File: src/rtl/uart_core.sv
// 8N1 UART transceiver with independent TX and RX byte FIFOs.
// CPU writes are absorbed by the TX FIFO; received bytes are presented show-ahead.
module uart_core #(
    parameter int unsigned CLKS_PER_BIT = 104,
    parameter int unsigned FIFO_LOG2    = 4
) (
    input  logic       clk,
    input  logic       resetq,
    input  logic       uart_wr,
    input  logic [7:0] uart_w,
    input  logic       uart_rd,
    output logic       uart_valid,
    output logic [7:0] uart_data,
    input  logic       err_clr,
    output logic       tx_busy,
    output logic       tx_overflow,
    output logic       rx_overrun,
    output logic       rx_frame_err,
    input  logic       rx,
    output logic       tx
);

    localparam int unsigned Depth = 1 << FIFO_LOG2;
    localparam int unsigned PtrW  = FIFO_LOG2 + 1;
    localparam int unsigned CntW  = $clog2(CLKS_PER_BIT);
    localparam logic [CntW-1:0] CntMax  = CntW'(CLKS_PER_BIT - 1);
    localparam logic [CntW-1:0] CntHalf = CntW'(CLKS_PER_BIT / 2);

    typedef enum logic [1:0] {StIdle, StStart, StData, StStop} uart_state_e;

    // ------------------------------------------------------------------
    // TX FIFO
    // ------------------------------------------------------------------
    logic [7:0]      txf_mem_q [Depth];
    logic [PtrW-1:0] txf_wptr_q, txf_wptr_d;
    logic [PtrW-1:0] txf_rptr_q, txf_rptr_d;
    logic            txf_full, txf_empty, txf_push, txf_pop;
    logic [7:0]      txf_head;

    assign txf_empty = (txf_wptr_q == txf_rptr_q);
    assign txf_full  = (txf_wptr_q[PtrW-1] != txf_rptr_q[PtrW-1]) &&
                       (txf_wptr_q[PtrW-2:0] == txf_rptr_q[PtrW-2:0]);
    assign txf_push  = uart_wr && !txf_full;
    assign txf_head  = txf_mem_q[txf_rptr_q[PtrW-2:0]];
    assign txf_wptr_d = txf_push ? txf_wptr_q + 1'b1 : txf_wptr_q;
    assign txf_rptr_d = txf_pop  ? txf_rptr_q + 1'b1 : txf_rptr_q;

    always_ff @(posedge clk) begin
        if (txf_push) begin
            txf_mem_q[txf_wptr_q[PtrW-2:0]] <= uart_w;
        end
    end

    // ------------------------------------------------------------------
    // TX FSM
    // ------------------------------------------------------------------
    uart_state_e     tx_state_q, tx_state_d;
    logic [CntW-1:0] tx_cnt_q, tx_cnt_d;
    logic [2:0]      tx_bit_q, tx_bit_d;
    logic [7:0]      tx_shift_q, tx_shift_d;
    logic            tx_q, tx_d;
    logic            tx_cnt_end;

    assign tx_cnt_end = (tx_cnt_q == '0);

    always_comb begin
        tx_state_d = tx_state_q;
        tx_cnt_d   = tx_cnt_q;
        tx_bit_d   = tx_bit_q;
        tx_shift_d = tx_shift_q;
        tx_d       = 1'b1;
        txf_pop    = 1'b0;
        unique case (tx_state_q)
            StIdle: begin
                if (!txf_empty) begin
                    txf_pop    = 1'b1;
                    tx_shift_d = txf_head;
                    tx_cnt_d   = CntMax;
                    tx_state_d = StStart;
                end
            end
            StStart: begin
                tx_d = 1'b0;
                if (tx_cnt_end) begin
                    tx_cnt_d   = CntMax;
                    tx_bit_d   = 3'd0;
                    tx_state_d = StData;
                end else begin
                    tx_cnt_d = tx_cnt_q - 1'b1;
                end
            end
            StData: begin
                tx_d = tx_shift_q[0];
                if (tx_cnt_end) begin
                    tx_cnt_d   = CntMax;
                    tx_shift_d = {1'b0, tx_shift_q[7:1]};
                    if (tx_bit_q == 3'd7) begin
                        tx_state_d = StStop;
                    end else begin
                        tx_bit_d = tx_bit_q + 3'd1;
                    end
                end else begin
                    tx_cnt_d = tx_cnt_q - 1'b1;
                end
            end
            StStop: begin
                if (tx_cnt_end) begin
                    // Chain straight into the next start bit to avoid an idle gap.
                    if (!txf_empty) begin
                        txf_pop    = 1'b1;
                        tx_shift_d = txf_head;
                        tx_cnt_d   = CntMax;
                        tx_state_d = StStart;
                    end else begin
                        tx_state_d = StIdle;
                    end
                end else begin
                    tx_cnt_d = tx_cnt_q - 1'b1;
                end
            end
            default: tx_state_d = StIdle;
        endcase
    end

    always_ff @(posedge clk or negedge resetq) begin
        if (!resetq) begin
            tx_state_q <= StIdle;
            tx_cnt_q   <= '0;
            tx_bit_q   <= 3'd0;
            tx_shift_q <= 8'h00;
            tx_q       <= 1'b1;
            txf_wptr_q <= '0;
            txf_rptr_q <= '0;
        end else begin
            tx_state_q <= tx_state_d;
            tx_cnt_q   <= tx_cnt_d;
            tx_bit_q   <= tx_bit_d;
            tx_shift_q <= tx_shift_d;
            tx_q       <= tx_d;
            txf_wptr_q <= txf_wptr_d;
            txf_rptr_q <= txf_rptr_d;
        end
    end

    assign tx      = tx_q;
    assign tx_busy = !txf_empty || (tx_state_q != StIdle);

    // ------------------------------------------------------------------
    // RX synchronizer and FSM
    // ------------------------------------------------------------------
    logic rx_meta_q, rx_sync_q, rx_prev_q;
    logic rx_fall;

    assign rx_fall = rx_prev_q && !rx_sync_q;

    uart_state_e     rx_state_q, rx_state_d;
    logic [CntW-1:0] rx_cnt_q, rx_cnt_d;
    logic [2:0]      rx_bit_q, rx_bit_d;
    logic [7:0]      rx_shift_q, rx_shift_d;
    logic            rx_cnt_end;
    logic            rx_push_req, rx_frame_evt;

    assign rx_cnt_end = (rx_cnt_q == '0);

    always_comb begin
        rx_state_d   = rx_state_q;
        rx_cnt_d     = rx_cnt_q;
        rx_bit_d     = rx_bit_q;
        rx_shift_d   = rx_shift_q;
        rx_push_req  = 1'b0;
        rx_frame_evt = 1'b0;
        unique case (rx_state_q)
            StIdle: begin
                if (rx_fall) begin
                    rx_cnt_d   = CntHalf;
                    rx_state_d = StStart;
                end
            end
            StStart: begin
                if (rx_cnt_end) begin
                    if (!rx_sync_q) begin
                        rx_cnt_d   = CntMax;
                        rx_bit_d   = 3'd0;
                        rx_state_d = StData;
                    end else begin
                        rx_state_d = StIdle;
                    end
                end else begin
                    rx_cnt_d = rx_cnt_q - 1'b1;
                end
            end
            StData: begin
                if (rx_cnt_end) begin
                    rx_cnt_d   = CntMax;
                    rx_shift_d = {rx_sync_q, rx_shift_q[7:1]};
                    if (rx_bit_q == 3'd7) begin
                        rx_state_d = StStop;
                    end else begin
                        rx_bit_d = rx_bit_q + 3'd1;
                    end
                end else begin
                    rx_cnt_d = rx_cnt_q - 1'b1;
                end
            end
            StStop: begin
                if (rx_cnt_end) begin
                    rx_push_req  = rx_sync_q;
                    rx_frame_evt = !rx_sync_q;
                    rx_state_d   = StIdle;
                end else begin
                    rx_cnt_d = rx_cnt_q - 1'b1;
                end
            end
            default: rx_state_d = StIdle;
        endcase
    end

    // ------------------------------------------------------------------
    // RX FIFO
    // ------------------------------------------------------------------
    logic [7:0]      rxf_mem_q [Depth];
    logic [PtrW-1:0] rxf_wptr_q, rxf_wptr_d;
    logic [PtrW-1:0] rxf_rptr_q, rxf_rptr_d;
    logic            rxf_full, rxf_empty, rxf_push, rxf_pop, rx_overrun_evt;

    assign rxf_empty = (rxf_wptr_q == rxf_rptr_q);
    assign rxf_full  = (rxf_wptr_q[PtrW-1] != rxf_rptr_q[PtrW-1]) &&
                       (rxf_wptr_q[PtrW-2:0] == rxf_rptr_q[PtrW-2:0]);
    assign rxf_pop   = uart_rd && !rxf_empty;
    // A pop in the same cycle frees the slot, so a full FIFO can still accept.
    assign rxf_push       = rx_push_req && (!rxf_full || rxf_pop);
    assign rx_overrun_evt = rx_push_req && rxf_full && !rxf_pop;
    assign rxf_wptr_d = rxf_push ? rxf_wptr_q + 1'b1 : rxf_wptr_q;
    assign rxf_rptr_d = rxf_pop  ? rxf_rptr_q + 1'b1 : rxf_rptr_q;

    always_ff @(posedge clk) begin
        if (rxf_push) begin
            rxf_mem_q[rxf_wptr_q[PtrW-2:0]] <= rx_shift_d;
        end
    end

    assign uart_valid = !rxf_empty;
    assign uart_data  = rxf_empty ? 8'h00 : rxf_mem_q[rxf_rptr_q[PtrW-2:0]];

    always_ff @(posedge clk or negedge resetq) begin
        if (!resetq) begin
            rx_meta_q  <= 1'b1;
            rx_sync_q  <= 1'b1;
            rx_prev_q  <= 1'b1;
            rx_state_q <= StIdle;
            rx_cnt_q   <= '0;
            rx_bit_q   <= 3'd0;
            rx_shift_q <= 8'h00;
            rxf_wptr_q <= '0;
            rxf_rptr_q <= '0;
        end else begin
            rx_meta_q  <= rx;
            rx_sync_q  <= rx_meta_q;
            rx_prev_q  <= rx_sync_q;
            rx_state_q <= rx_state_d;
            rx_cnt_q   <= rx_cnt_d;
            rx_bit_q   <= rx_bit_d;
            rx_shift_q <= rx_shift_d;
            rxf_wptr_q <= rxf_wptr_d;
            rxf_rptr_q <= rxf_rptr_d;
        end
    end

    // ------------------------------------------------------------------
    // Sticky error flags; a same-cycle event wins over err_clr.
    // ------------------------------------------------------------------
    logic tx_ovf_q, tx_ovf_d;
    logic rx_ovr_q, rx_ovr_d;
    logic rx_ferr_q, rx_ferr_d;

    assign tx_ovf_d  = (tx_ovf_q  && !err_clr) || (uart_wr && txf_full);
    assign rx_ovr_d  = (rx_ovr_q  && !err_clr) || rx_overrun_evt;
    assign rx_ferr_d = (rx_ferr_q && !err_clr) || rx_frame_evt;

    always_ff @(posedge clk or negedge resetq) begin
        if (!resetq) begin
            tx_ovf_q  <= 1'b0;
            rx_ovr_q  <= 1'b0;
            rx_ferr_q <= 1'b0;
        end else begin
            tx_ovf_q  <= tx_ovf_d;
            rx_ovr_q  <= rx_ovr_d;
            rx_ferr_q <= rx_ferr_d;
        end
    end

    assign tx_overflow  = tx_ovf_q;
    assign rx_overrun   = rx_ovr_q;
    assign rx_frame_err = rx_ferr_q;

endmodule

File: config.mk
export PLATFORM = sky130hd
export DESIGN_NAME = uart_core
export DESIGN_NICKNAME = d
export VERILOG_FILES = /design/src/rtl/uart_core.sv
export SDC_FILE = /design/constraint.sdc
export NUM_CORES = 1
export LEC_CHECK = 0
export ABC_AREA = 0
export BUFFER_PORTS_ARGS = -buffer_cell sky130_fd_sc_hd__buf_2
export CAP_MARGIN = 20
export CORE_AREA = 4 4 157 159
export DETAILED_ROUTE_END_ITERATION = 7
export DIE_AREA = 0 0 161 163
export MAX_ROUTING_LAYER = met4
export PLACE_DENSITY = 0.72
export SETUP_SLACK_MARGIN = 0.3
export SLEW_MARGIN = 20
export SYNTH_ARGS = -nofsm -noshare
export SYNTH_HDL_FRONTEND = slang
export SYNTH_SLANG_ARGS = --single-unit
File: constraint.sdc
create_clock -name clk -period 3.5 [get_ports clk]
set_input_delay 0.7 -clock clk [delete_from_list [all_inputs] [get_ports clk]]
set_output_delay 0.7 -clock clk [all_outputs]
set_load 0.1 [all_outputs]
==> flow_metrics.py <==
metrics = {
    "run_status": {
        "status": "finished, final reports clean",
    },
    "clocking": {
        "htreeDepth": 2,
        "hold_buffers": 0,
        "cts_tree": "done",
        "clkSlewWorstSetupHoldPaths_ns": 0.06,
        "clock_sinks": 323,
        "numCtsBuffers": 35,
        "cts_buffer_depth": 3,
        "cts-root-buf": "clkbuf_16",
        "clock_latency_ns": 0.50,
    },
    "logic_synthesis": {
        "yosysUniqueCellTypes": 70,
        "synth_nets": 843,
        "synth_xor_area_frac": 0.01728,
        "yosys.area_share.simple": 0.06117,
        "yosys_warnings": 0,
        "synth.most_common_cell": "edfxtp_1",
        "synthTopCellsByCount": "256 x edfxtp_1, 63 x dfrtp_1, 58 x mux4_2",
        "synth_top_area_cell": "edfxtp_1",
        "netlist_area_sq_um": 13680,
        "synth_mux_area_frac": 0.1213,
        "ys_top_cells_by_area": "edfxtp_1 56%, dfrtp_1 12%, mux4_2 9.5%",
        "ys_ff_latch": 323,
        "synthCells": 802,
        "synth_ff_type": "edfxtp_1",
        "yosys.area.top_type_share": 0.5618,
        "async_reset_ff_frac": 0.2074,
        "ys_seq_area_frac": 0.6846,
        "avgSynthCellArea_sq_um": 17.06,
        "synth_top_family_by_area": "multiplexers",
        "synth_compound_area_frac": 0.06464,
        "synth_fa_ha_area_frac": 0.02469,
        "synth_edf_count": 256,
    },
    "sta": {
        "hold_violations": 0,
        "clock.fmax_mhz": 316.9,
        "fin_setup_tns_ns": 0,
        "finalSetupViolations": 0,
        "final.setup_skew_ns": 0.01245,
        "fin_hold_ws_ns": 0.2122,
        "slew_headroom": 0.4364,
        "finalCriticalPeriod_ns": 3.155,
        "grt_setup_unrepaired": "yes",
        "final-max-slew-violation-count": 0,
        "period_share": 0.9015,
        "tightest_slew_ns": 0.8398,
    },
    "grt": {
        "grt_pass1_wl_mm": 43.29,
        "track_usage": 0.2203,
        "grt_max_degree": 46,
        "grt_pass1_vias": 7578,
        "antenna_found_initial": 0,
        "grt_overflow": 0,
    },
    "critical_path": {
        "crit_top_cell": "buf_4",
        "crit_path_max_fanout": 7,
        "path_buf_inv": 3,
        "crit_type": "flip-flop to output port",
        "path_delay_family": "buffers and inverters",
        "worst_ep_required_time_ns": 2.80,
        "crit_path_end_kind": "output port",
        "slowest_stage": "dfrtp_4",
        "cpPeakStageDelay_ns": 0.48,
        "startpoint_type": "flip-flop",
        "path_cells": "buf_12 -> buf_4 -> mux4_2 -> nor2b_1 -> a211oi_2 -> a211oi_4 -> buf_4",
        "critPathArrivalTime_ns": 2.46,
    },
    "floorplan": {
        "std_cell_rows": 56,
        "die_x_um": 161,
        "initial_core_util": 0.5883,
        "fp.dieArea_sq_um": 26240,
        "core-area_sq_um": 23260,
        "die_h_um": 163,
        "pin_count": 28,
    },
    "power_and_ir_drop": {
        "irDropWorstVdd_uv": 637.3,
        "power.density_nw_per_um2": 862.3,
        "p_leak_uw": 0.005627,
    },
    "cells_and_area": {
        "drive_above_1_share": 0.2460,
        "nFillCells": 1593,
        "final_nets": 889,
        "area_delta_synth_final_pct": 13.34,
        "antenna_cells": 0,
    },
    "drt": {
        "drt_wl_total_mm": 27.23,
        "drt_pass1_iterations": 7,
        "route.met2.wl_mm": 14.11,
        "drc_errors": 0,
        "wire_per_inst_um": 22.82,
        "num_vias": 7261,
        "wl_met1_mm": 11.18,
        "routed.top_layer": "met4",
        "drt_iter0_markers": 742,
        "routed_via_density": 6.086,
        "wl_met3_mm": 1.324,
        "ant_nets": 0,
    },
    "run": {
        "maxCapViolations": 0,
    },
    "place": {
        "dp_hpwl_mm": 17.19,
        "io_buffers": 27,
        "place_congestion": 0.8245,
    },
    "hold_path": {
        "hp-class": "primary input to async pin",
    },
}
==> where the power goes <==
group | total [uW] | leakage [uW] | internal [uW] | switching [uW]
logic | 4740 | 0.00186 | 1840 | 2900
registers | 5010 | 0.00320 | 4610 | 395
clock network | 3630 | 0.000569 | 2210 | 1420
total | 13400 | 0.00563 | 8660 | 4710
==> registers in the layout, summed over array words and instances (netlist names), 7 cells and up, named ones only <==
register	cells
txf_mem_q	128
tx_cnt_q	7
rx_cnt_q	7
rx_shift_q	8
tx_shift_q	8
rxf_mem_q	128
==> repair_timing <==
| item | 4_1_cts | 5_1_grt |
|---|---|---|
| setup buffers | 3 | 0 |
| resized for setup | 27 | 5 |
| pin swaps | 2 | 1 |
| endpoints found under the setup margin | 9 | 9 |
==> through the flow <==
step	power (uW)	util	std cells	instance area, sq um	setup WS (ns)
finish	13370	0.6667	1193	15510	0.3448
global route	14030	0.6667	1193	15510	0.2509
CTS	13430	0.6657	1193	15480	0.3137
detailed placement	9592	0.6109	1127	14210	0.4681
global placement	9395	0.6109	1127	14210	0.4909
floorplan	8709	-	802	13780	0.5455
==> worst paths after layout <==
check	startpoint	to	slack, ns	cells after the start
worst max-delay path	rxf_rptr_q[0]	uart_data[1]	0.34	7
worst min-delay path	resetq	rx_frame_err	0.21	1
worst max register to register	rx_cnt_q[0]	rxf_mem_q[15][3]	0.91	7
worst min register to register	rx_meta_q	rx_sync_q	0.35	0
max in group asynchronous	resetq	rx_shift_q[3]	2.63	2
min in group clk	rx	rx_meta_q	0.30	1
==> final cells by class <==
class | count | area (sq um) | share of cell area
Sequential cell | 323 | 9375 | 0.6045
Inverter | 28 | 105.1 | 0.006776
Tap cell | 319 | 399.1 | 0.02573
Multi-Input combinational cell | 411 | 4133 | 0.2665
Clock inverter | 23 | 203.9 | 0.01315
Clock buffer | 40 | 937.1 | 0.06042
Timing Repair Buffer | 49 | 356.6 | 0.02299
==> cell families after synthesis <==
kind of cell	Yosys count
simple gates	139
fa+ha+maj	27
buf+inv	68
compound gates	126
xor+xnor	27
flops	323
mux	92
==> cell usage in the layout, fill, tap and decap left out, types with 8 or more instances in the layout <==
master / count
a221oi_1: 8
mux4_2: 58
o21ai_0: 23
clkbuf_16: 37
clkinv_2: 10
a211oi_1: 11
and3_1: 22
buf_2: 17
a21oi_1: 12
a21o_1: 9
edfxtp_1: 256
buf_4: 27
dfrtp_1: 60
a211oi_2: 9
nand2_1: 20
ha_1: 27
mux2i_1: 17
a22oi_1: 8
nor2_1: 25
mux2_2: 11
nand3_1: 12
clkinv_1: 9
a211oi_4: 9
xnor2_1: 15
inv_1: 27
nor2b_1: 13
o22ai_1: 10
xor2_1: 12
==> routing by layer <==
metal | track usage | vias to the layer above
li1 | - | 3257
met1 | 0.2888 | 3748
met2 | 0.3693 | 206
met3 | 0.03214 | 50
met4 | 0.05933 | 0
met5 | - | -
Note: power is estimated with default switching activity, not from simulation.
